===== config.mk =====
export PLATFORM = sky130hd
export DESIGN_NAME = ros2_pub_scheduler
export DESIGN_NICKNAME = d
export VERILOG_FILES = /design/src/rtl/ros2_pub_scheduler.sv
export SDC_FILE = /design/constraint.sdc
export NUM_CORES = 1
export LEC_CHECK = 0
export ABC_AREA = 1
export CORE_AREA = 2 2 571 573
export CTS_CLUSTER_DIAMETER = 30
export DETAILED_ROUTE_END_ITERATION = 12
export DIE_AREA = 0 0 573 575
export PLACE_DENSITY = 0.31
export SKIP_CTS_REPAIR_TIMING = 1
export SLEW_MARGIN = 20
export SYNTH_ARGS = -nofsm -noshare
export SYNTH_HDL_FRONTEND = slang
export SYNTH_SLANG_ARGS = --single-unit

===== constraint.sdc =====
create_clock -name clk -period 5.35 [get_ports clk]
set_clock_uncertainty 0.1 [all_clocks]
set_input_delay 1.605 -clock clk [delete_from_list [all_inputs] [get_ports clk]]
set_output_delay 1.605 -clock clk [all_outputs]
set_load 0.02 [all_outputs]

===== src/rtl/ros2_pub_scheduler.sv =====
// ros2_pub_scheduler
// Periodic publisher scheduler. Each channel has a period counter. When a
// channel's period elapses, a message for that channel is marked pending.
// Pending channels are served round-robin through a req/grant/rel handshake
// with the ros2_ether publisher buffer.
// Ports:
//   clk, rst_n              clock, asynchronous active-low reset
//   ch_en, ch_period        per-channel enable and period (0 = idle)
//   ch_data, ch_len         per-channel payload and byte length
//   app_data, app_data_len  payload/length of the channel being served
//   app_data_req/_grant/_rel  handshake with ros2_ether
//   ch_seq, ch_sent         per-channel sequence number, sent pulse
//   ch_overrun, overrun_clr sticky overrun flags and their clears
//   busy                    transaction in progress (REQ or REL)

`ifndef ROS2_MAX_APP_DATA_LEN
`define ROS2_MAX_APP_DATA_LEN 32
`endif

module ros2_pub_scheduler #(
   parameter int unsigned NUM_CH = 4,
   parameter int unsigned CNT_W  = 28,
   parameter int unsigned DATA_W = `ROS2_MAX_APP_DATA_LEN * 8,
   parameter int unsigned SEQ_W  = 8,
   parameter logic [SEQ_W-1:0] SEQ_INIT = SEQ_W'(48),
   parameter logic [SEQ_W-1:0] SEQ_MAX  = SEQ_W'(57)
) (
   input  logic                      clk,
   input  logic                      rst_n,
   input  logic [NUM_CH-1:0]         ch_en,
   input  logic [NUM_CH*CNT_W-1:0]   ch_period,
   input  logic [NUM_CH*DATA_W-1:0]  ch_data,
   input  logic [NUM_CH*8-1:0]       ch_len,
   output logic [DATA_W-1:0]         app_data,
   output logic [7:0]                app_data_len,
   output logic                      app_data_req,
   input  logic                      app_data_grant,
   output logic                      app_data_rel,
   output logic [NUM_CH*SEQ_W-1:0]   ch_seq,
   output logic [NUM_CH-1:0]         ch_sent,
   output logic [NUM_CH-1:0]         ch_overrun,
   input  logic [NUM_CH-1:0]         overrun_clr,
   output logic                      busy
);

   localparam int unsigned SEL_W = (NUM_CH > 1) ? $clog2(NUM_CH) : 1;

   localparam logic [1:0] ST_IDLE = 2'd0;
   localparam logic [1:0] ST_REQ  = 2'd1;
   localparam logic [1:0] ST_REL  = 2'd2;

   logic [1:0]       state, state_d;
   logic [SEL_W-1:0] sel, sel_d;
   logic [SEL_W-1:0] last_sel, last_sel_d;
   logic [SEL_W-1:0] rr_sel;
   logic             rr_found;
   logic             req_d, rel_d, grant_hit, start;

   logic [CNT_W-1:0] cnt [NUM_CH];
   logic [NUM_CH-1:0] pend, pend_d, elapse, gnt_clr, ovr_d;
   logic [DATA_W-1:0] data_mux;
   logic [7:0]        len_mux;

   // Period elapse; >= makes a shortened period fire on the next cycle
   always_comb begin
      elapse = '0;
      for (int i = 0; i < int'(NUM_CH); i++) begin
         elapse[i] = ch_en[i] && (ch_period[i*CNT_W +: CNT_W] != '0) &&
                     (cnt[i] >= ch_period[i*CNT_W +: CNT_W] - CNT_W'(1));
      end
   end

   // Round-robin pick, searching from last_sel+1
   always_comb begin
      rr_sel   = '0;
      rr_found = 1'b0;
      for (int k = 1; k <= int'(NUM_CH); k++) begin
         for (int j = 0; j < int'(NUM_CH); j++) begin
            if (!rr_found && pend[j] &&
                (j == (int'(last_sel) + k) % int'(NUM_CH))) begin
               rr_found = 1'b1;
               rr_sel   = SEL_W'(j);
            end
         end
      end
   end

   // Payload mux for the channel about to be served
   always_comb begin
      data_mux = '0;
      len_mux  = '0;
      for (int j = 0; j < int'(NUM_CH); j++) begin
         if (rr_sel == SEL_W'(j)) begin
            data_mux = ch_data[j*DATA_W +: DATA_W];
            len_mux  = ch_len[j*8 +: 8];
         end
      end
   end

   // Next state and handshake controls
   always_comb begin
      state_d    = state;
      sel_d      = sel;
      last_sel_d = last_sel;
      req_d      = 1'b0;
      rel_d      = 1'b0;
      grant_hit  = 1'b0;
      start      = 1'b0;
      case (state)
         ST_IDLE: begin
            if (rr_found) begin
               sel_d   = rr_sel;
               req_d   = 1'b1;
               start   = 1'b1;
               state_d = ST_REQ;
            end
         end
         ST_REQ: begin
            req_d = 1'b1;
            if (app_data_grant) begin
               req_d     = 1'b0;
               rel_d     = 1'b1;
               grant_hit = 1'b1;
               state_d   = ST_REL;
            end
         end
         ST_REL: begin
            last_sel_d = sel;
            state_d    = ST_IDLE;
         end
         default: state_d = ST_IDLE;
      endcase
   end

   // Pending/overrun updates; a new elapse always wins over any clear.
   // A disabled channel keeps its pend only while it owns the transaction.
   always_comb begin
      pend_d  = '0;
      ovr_d   = '0;
      gnt_clr = '0;
      for (int i = 0; i < int'(NUM_CH); i++) begin
         gnt_clr[i] = grant_hit && (int'(sel) == i);
         pend_d[i]  = elapse[i] |
                      (pend[i] & ~gnt_clr[i] &
                       ~(!ch_en[i] && !((state != ST_IDLE) && (int'(sel) == i))));
         ovr_d[i]   = (elapse[i] & pend[i]) | (ch_overrun[i] & ~overrun_clr[i]);
      end
   end

   // State register and handshake outputs
   always_ff @(posedge clk or negedge rst_n) begin
      if (!rst_n) begin
         state        <= ST_IDLE;
         sel          <= '0;
         last_sel     <= SEL_W'(NUM_CH - 1);
         app_data_req <= 1'b0;
         app_data_rel <= 1'b0;
         busy         <= 1'b0;
         app_data     <= '0;
         app_data_len <= '0;
      end else begin
         state        <= state_d;
         sel          <= sel_d;
         last_sel     <= last_sel_d;
         app_data_req <= req_d;
         app_data_rel <= rel_d;
         busy         <= (state_d != ST_IDLE);
         if (start) begin
            app_data     <= data_mux;
            app_data_len <= len_mux;
         end
      end
   end

   // Per-channel counters, pending, flags and sequence numbers
   always_ff @(posedge clk or negedge rst_n) begin
      if (!rst_n) begin
         for (int i = 0; i < int'(NUM_CH); i++) begin
            cnt[i]                   <= '0;
            ch_seq[i*SEQ_W +: SEQ_W] <= SEQ_INIT;
         end
         pend       <= '0;
         ch_sent    <= '0;
         ch_overrun <= '0;
      end else begin
         for (int i = 0; i < int'(NUM_CH); i++) begin
            if (!ch_en[i] || (ch_period[i*CNT_W +: CNT_W] == '0) || elapse[i])
               cnt[i] <= '0;
            else
               cnt[i] <= cnt[i] + CNT_W'(1);
            if (gnt_clr[i]) begin
               ch_seq[i*SEQ_W +: SEQ_W] <= (ch_seq[i*SEQ_W +: SEQ_W] == SEQ_MAX) ?
                                           SEQ_INIT : ch_seq[i*SEQ_W +: SEQ_W] + SEQ_W'(1);
            end
         end
         pend       <= pend_d;
         ch_sent    <= gnt_clr;
         ch_overrun <= ovr_d;
      end
   end

endmodule


# Yosys cells after proc, flatten, opt, wreduce, memory -nomap -nowiden
# Index checks and enable logic that the tools add are counted.
[op_classes] bitwise=40 n_addsub=16 magnitude_cmp=4 eq_ne=24 n_reduce_logical=104 mux=56
[op_table] operator="$mux 256" count=4
[op_table] operator="$logic_not 32->1" count=4
[op_table] operator="$add 28x1->28 const B" count=4
[op_table] operator="$ge 28x28->1" count=4
[op_table] operator="$logic_not 28->1" count=4
[op_table] operator="$mux 28" count=4
[op_table] operator="$reduce_bool 28->1" count=4
[op_table] operator="$sub 28x1->28 const B" count=4
[op_table] operator="$mux 8" count=8
[op_table] operator="$logic_and 1x1->1" count=51
[op_table] operator="$add 8x1->8 const B" count=4
[op_table] operator="$eq 8x6->1 const B" count=4
[op_table] operator="$mux 2" count=16
[op_table] operator="$eq 3x3->1 const A" count=8
[op_table] operator="$logic_not 1->1" count=23
[op_table] operator="$mux 1" count=22
[op_table] operator="$and 1x1->1" count=16
[op_table] operator="$eq 2x3->1 const A" count=4
[op_table] operator="$not 1->1" count=12
[op_table] operator="$eq 2x2->1 const B" count=5
[op_table] operator="$logic_or 1x1->1" count=8
[op_table] operator="$or 1x1->1" count=8
[op_table] operator="$reduce_or 2->1" count=4
[op_table] operator="$eq 2x1->1 const B" count=3
[op_table] operator="8 further kinds" count=16
[totals] ff_bits=429 wordCells=263 output_inout_bits=307 in_bits=1179

# Logic depth before layout (Yosys ltp)
[depth] depth_word=71 depth_mapped=22 depth_no_buf=22

# Worst setup path before layout
# OpenSTA, ideal clock, no wires.
[synth_timing] path_type="input port to flip-flop" startpoint="input port ch_period[58]" endpoint="register cnt[47] (netlist name)" path_slack_ns=0.204 setup_ns=0.086 stages=20 t_required_ns=5.164 n_path_buf=1 t_arrival_ns=4.960 path_cell_list="nor2_1 nand2_1 nor2_1 nand3_1 nor3_1 nand3b_1 nor3_1 nor3b_1 nand2_1 nor4_1 xnor2_1 ha_1 nand2_1 inv_1 nand3_1 nor2_1 a221oi_1 nand4_1 clkbuf_1 nor3_1"
[synth_via] elab_chain_cells=5 word_cells_on_any_way=9 classes_between="add/sub (1); order compare (1); mux (1); reduce/logical (6)"
[synth_rtl] element="from (decl)" line="31" rtl="input logic [NUM_CH*CNT_W-1:0] ch_period,"
[synth_rtl] element="$sub 28x1->28 or $reduce_bool 28->1 (tied branches)" line="69, 68"
[synth_rtl] element="$ge 28x28->1 or $logic_and 1x1->1 (tied branches)" line="69, 68"
[synth_rtl] element="$logic_and 1x1->1" line="68" rtl="elapse[i] = ch_en[i] && (ch_period[i*CNT_W +: CNT_W] != '0) &&"
[synth_rtl] element="$logic_or 1x1->1 *" line="187" rtl="if (!ch_en[i] || (ch_period[i*CNT_W +: CNT_W] == '0) || elapse[i])"
[synth_rtl] element="$mux 28 *" line="187"
[synth_rtl] element="to (signal, indexed assignment)" line="190" rtl="cnt[i] <= cnt[i] + CNT_W'(1);"
[synth_rtl] element="to (decl)" line="59" rtl="logic [CNT_W-1:0] cnt [NUM_CH];"
# Mark *: on every way between the ends. The rest lies on a longest branch, timed or not.
# A chain may end at the register's enable or synchronous reset.

# Worst setup path in the final report
[layout_timing] startpoint="input port ch_period[86]" endpoint="register cnt[5] (netlist name)"
# The elaborated chain is that of the path after synthesis.

==> flow_summary.toml <==
[status]
status = "complete, no violations"

[global_routing]
antenna_found_initial = 217
grt_usage_pct = 17.3
grt_pass1_vias = 42640
grt_pass1_wl_microns = 388000
grt_overflow = 0
grt_max_degree = 148

[clocking]
clk_latency_ns = 0.83
clkTransAtPathRegs_ns = 0.04
cts_buffers = 186
cts_num_sinks = 429
htree_levels = 4
root_buffer = "clkbuf_16"
clk_path_buf_depth = 4
cts_tree = "done"

[placed_design]
gp_congestion = 0.925
dpl.hpwl_microns = 246000
dp_cells = 10582
post_dp_cell_area_sq_um = 52900
port_buffers = 1485

[floorplanning]
core-area_sq_um = 323000
boundaryPins = 1486
die_area_sq_um = 329000
start_util_pct = 9.87
die_h_microns = 575
core.rowCount = 209
die_x_microns = 573

[yosys]
synthesis.area_sq_um = 31900
synth-async-reset-ratio_pct = 100
syn_area_per_cell_sq_um = 6.57
synth_edf_count = 0
synth_top_area_share_pct = 32.9
yosysWarnings = 0
synth_cells = 4852
synth_top_area_cell = "dfrtp_1"
syn-num-nets = 6159
ys.flop_type = "dfrtp_1"
yosysMostFrequentCell = "nand2_1"
synthDistinctLibCells = 44
ys_top_cells_by_count = "nand2_1, nand3_1, inv_1, dfrtp_1, o21ai_0"
synth-seq-cells = 429
yosys-top-cells-area = "dfrtp_1, nand2_1, nand3_1, inv_1, o21ai_0"
yosysSeqAreaShare_pct = 33.7

[sta]
tightest_slew_ns = 1.14
hold_ws_ns = 0.371
min_period_ns = 4.95
hold_viol_final = 0
setup_viol = 0
fmax_mhz = 202
drv_slew = 0
fin_crit_sh_pct = 92.5
tns_ns = 0
relSlewSlack_pct = 22.9

[routing]
drc = 0
routedWlPerCell_microns = 26.9
dr.pass1.iters = 7
wl_microns = 295000
final_antenna_net_count = 0
viasPerCell = 3.75
vias = 41159
drt_iter0_drc = 2518

[final_layout]
final_cells = 10982
layout-drive-gt1-share_pct = 7.94
layout.nets = 7752
design_area_sq_um = 59300
nFillCells = 36838
area_growth_pct = 85.8

[min_path]
hold_path_end = "app_data[57]"
hold_path.class = "register to register"
worstHoldStart = "app_data[57]"
min_path_cells = 2

[power_and_ir_drop]
vdd_ir_drop_max_uv = 265
total_power_w = 0.0221
powerDensity_nw_per_um2 = 373
p_leak_nw = 27.3

[setup_path]
cp_data_required_time_ns = 5.96
r2r-start = "last_sel[1]"
critPathSlowestCell = "clkdlybuf4s50_1"
r2r_end = "app_data[113]"
r2r_setup_slack_ns = 0.77
crit_type = "input pin to register"
cp_max_fo = 24
rr_worst_depth = 16
worstSetupEndpointType = "register"
arrival_ns = 5.55
cp-start-kind = "input pin"
slowest_delay_ns = 0.42
cp_cell_sequence = "clkdlybuf4s50_1 -> nor2_1 -> nand2_1 -> nor2_1 -> nand4_1 -> buf_4 -> or3_1 -> nor3_1 -> buf_4 -> nand4_1 -> nor4_1 -> xnor2_1 -> ha_1 -> nand4_1 -> nor2_1 -> a221oi_1 -> nand4_1 -> buf_12 -> buf_4 -> nor2_1"

[flow_run]
maxCapViolCount = 0
==> metal layers <==
metal | share of wire [%] | up-vias | track usage, %
met2 | 51 | 1733 | 31.3
met5 | 0.16 | - | 0
li1 | - | 19162 | -
met3 | 8.1 | 536 | 6.18
met4 | 3.7 | 78 | 6.11
met1 | 37 | 19650 | 18.3
==> worst max-delay path, delay by kind of cell <==
kind	cells	cell delay [ns]
and+or+nand+nor	12	2.01
buffers and inverters	5	1.12
AOI/OAI and AO/OA	1	0.34
adders and majority gates	1	0.28
xor gates and xnor gates	1	0.18
==> registers in the layout, indices dropped and copies added (netlist names) <==
| signal | count |
|---|---|
| ch_overrun | 4 |
| cnt | 112 |
| app_data_rel | 1 |
| app_data_len | 8 |
| app_data | 256 |
| sel | 2 |
| busy | 1 |
| pend | 4 |
| state | 2 |
| ch_seq | 32 |
| last_sel | 2 |
| app_data_req | 1 |
| ch_sent | 4 |
==> kinds of logic after synthesis <==
family                     Yosys count  synth area share (%)
AOI/OAI and AO/OA                  522                  8.51
xor gates and xnor gates           181                  4.97
buffers and inverters              893                  10.9
and+or+nand+nor                   2699                  36.9
adders and majority gates          128                  5.02
DFF                                429                  33.7
==> metrics by stage <==
stage	worst slack [ns]	utilization, %
2_1_floorplan	0.204	-
3_3_place_gp	-0.665	16.4
3_5_place_dp	-0.621	16.4
4_1_cts	0.235	18.3
5_1_grt	-0.00608	18.3
6_report	0.402	18.3
==> layout make-up <==
cell class / count / area (sq um) / share of cell area (%)
diodes: 67 / 168 / 0.283
clock buffers: 282 / 5490 / 9.26
clock inverters: 51 / 657 / 1.11
inverters: 610 / 2310 / 3.90
multi-input cells: 3530 / 17800 / 30.0
flip-flops and latches: 429 / 10700 / 18.1
well taps: 4325 / 5410 / 9.13
repair buffers: 1688 / 16700 / 28.2
==> placed cells by master (no fill, tap or decap), types with 130 or more instances in the layout <==
master           count
nand3_1            632
clkbuf_16          187
nor2_1             300
nand2_1           1393
clkdlybuf4s50_1   1484
o21ai_0            393
buf_4              177
inv_1              605
xor2_1             130
nand4_1            243
dfrtp_1            419
==> where the power goes <==
part	internal [W]	switching, W	total, W
sequential	0.00430	0.000747	0.00504
clock	0.00738	0.00306	0.0104
combinational	0.00307	0.00353	0.00661
==> worst max-delay path by stage <==
stage / start / endpoint / cells past startpoint
after floorplan: ch_period[58] / cnt[47] / 20
after detailed placement: ch_period[58] / cnt[54] / 21
after global routing: ch_period[57] / cnt[39] / 21
after global placement: ch_period[58] / cnt[54] / 21
final: ch_period[86] / cnt[5] / 20
after CTS: ch_period[58] / cnt[54] / 21
Power figures use the tool's default switching activity.
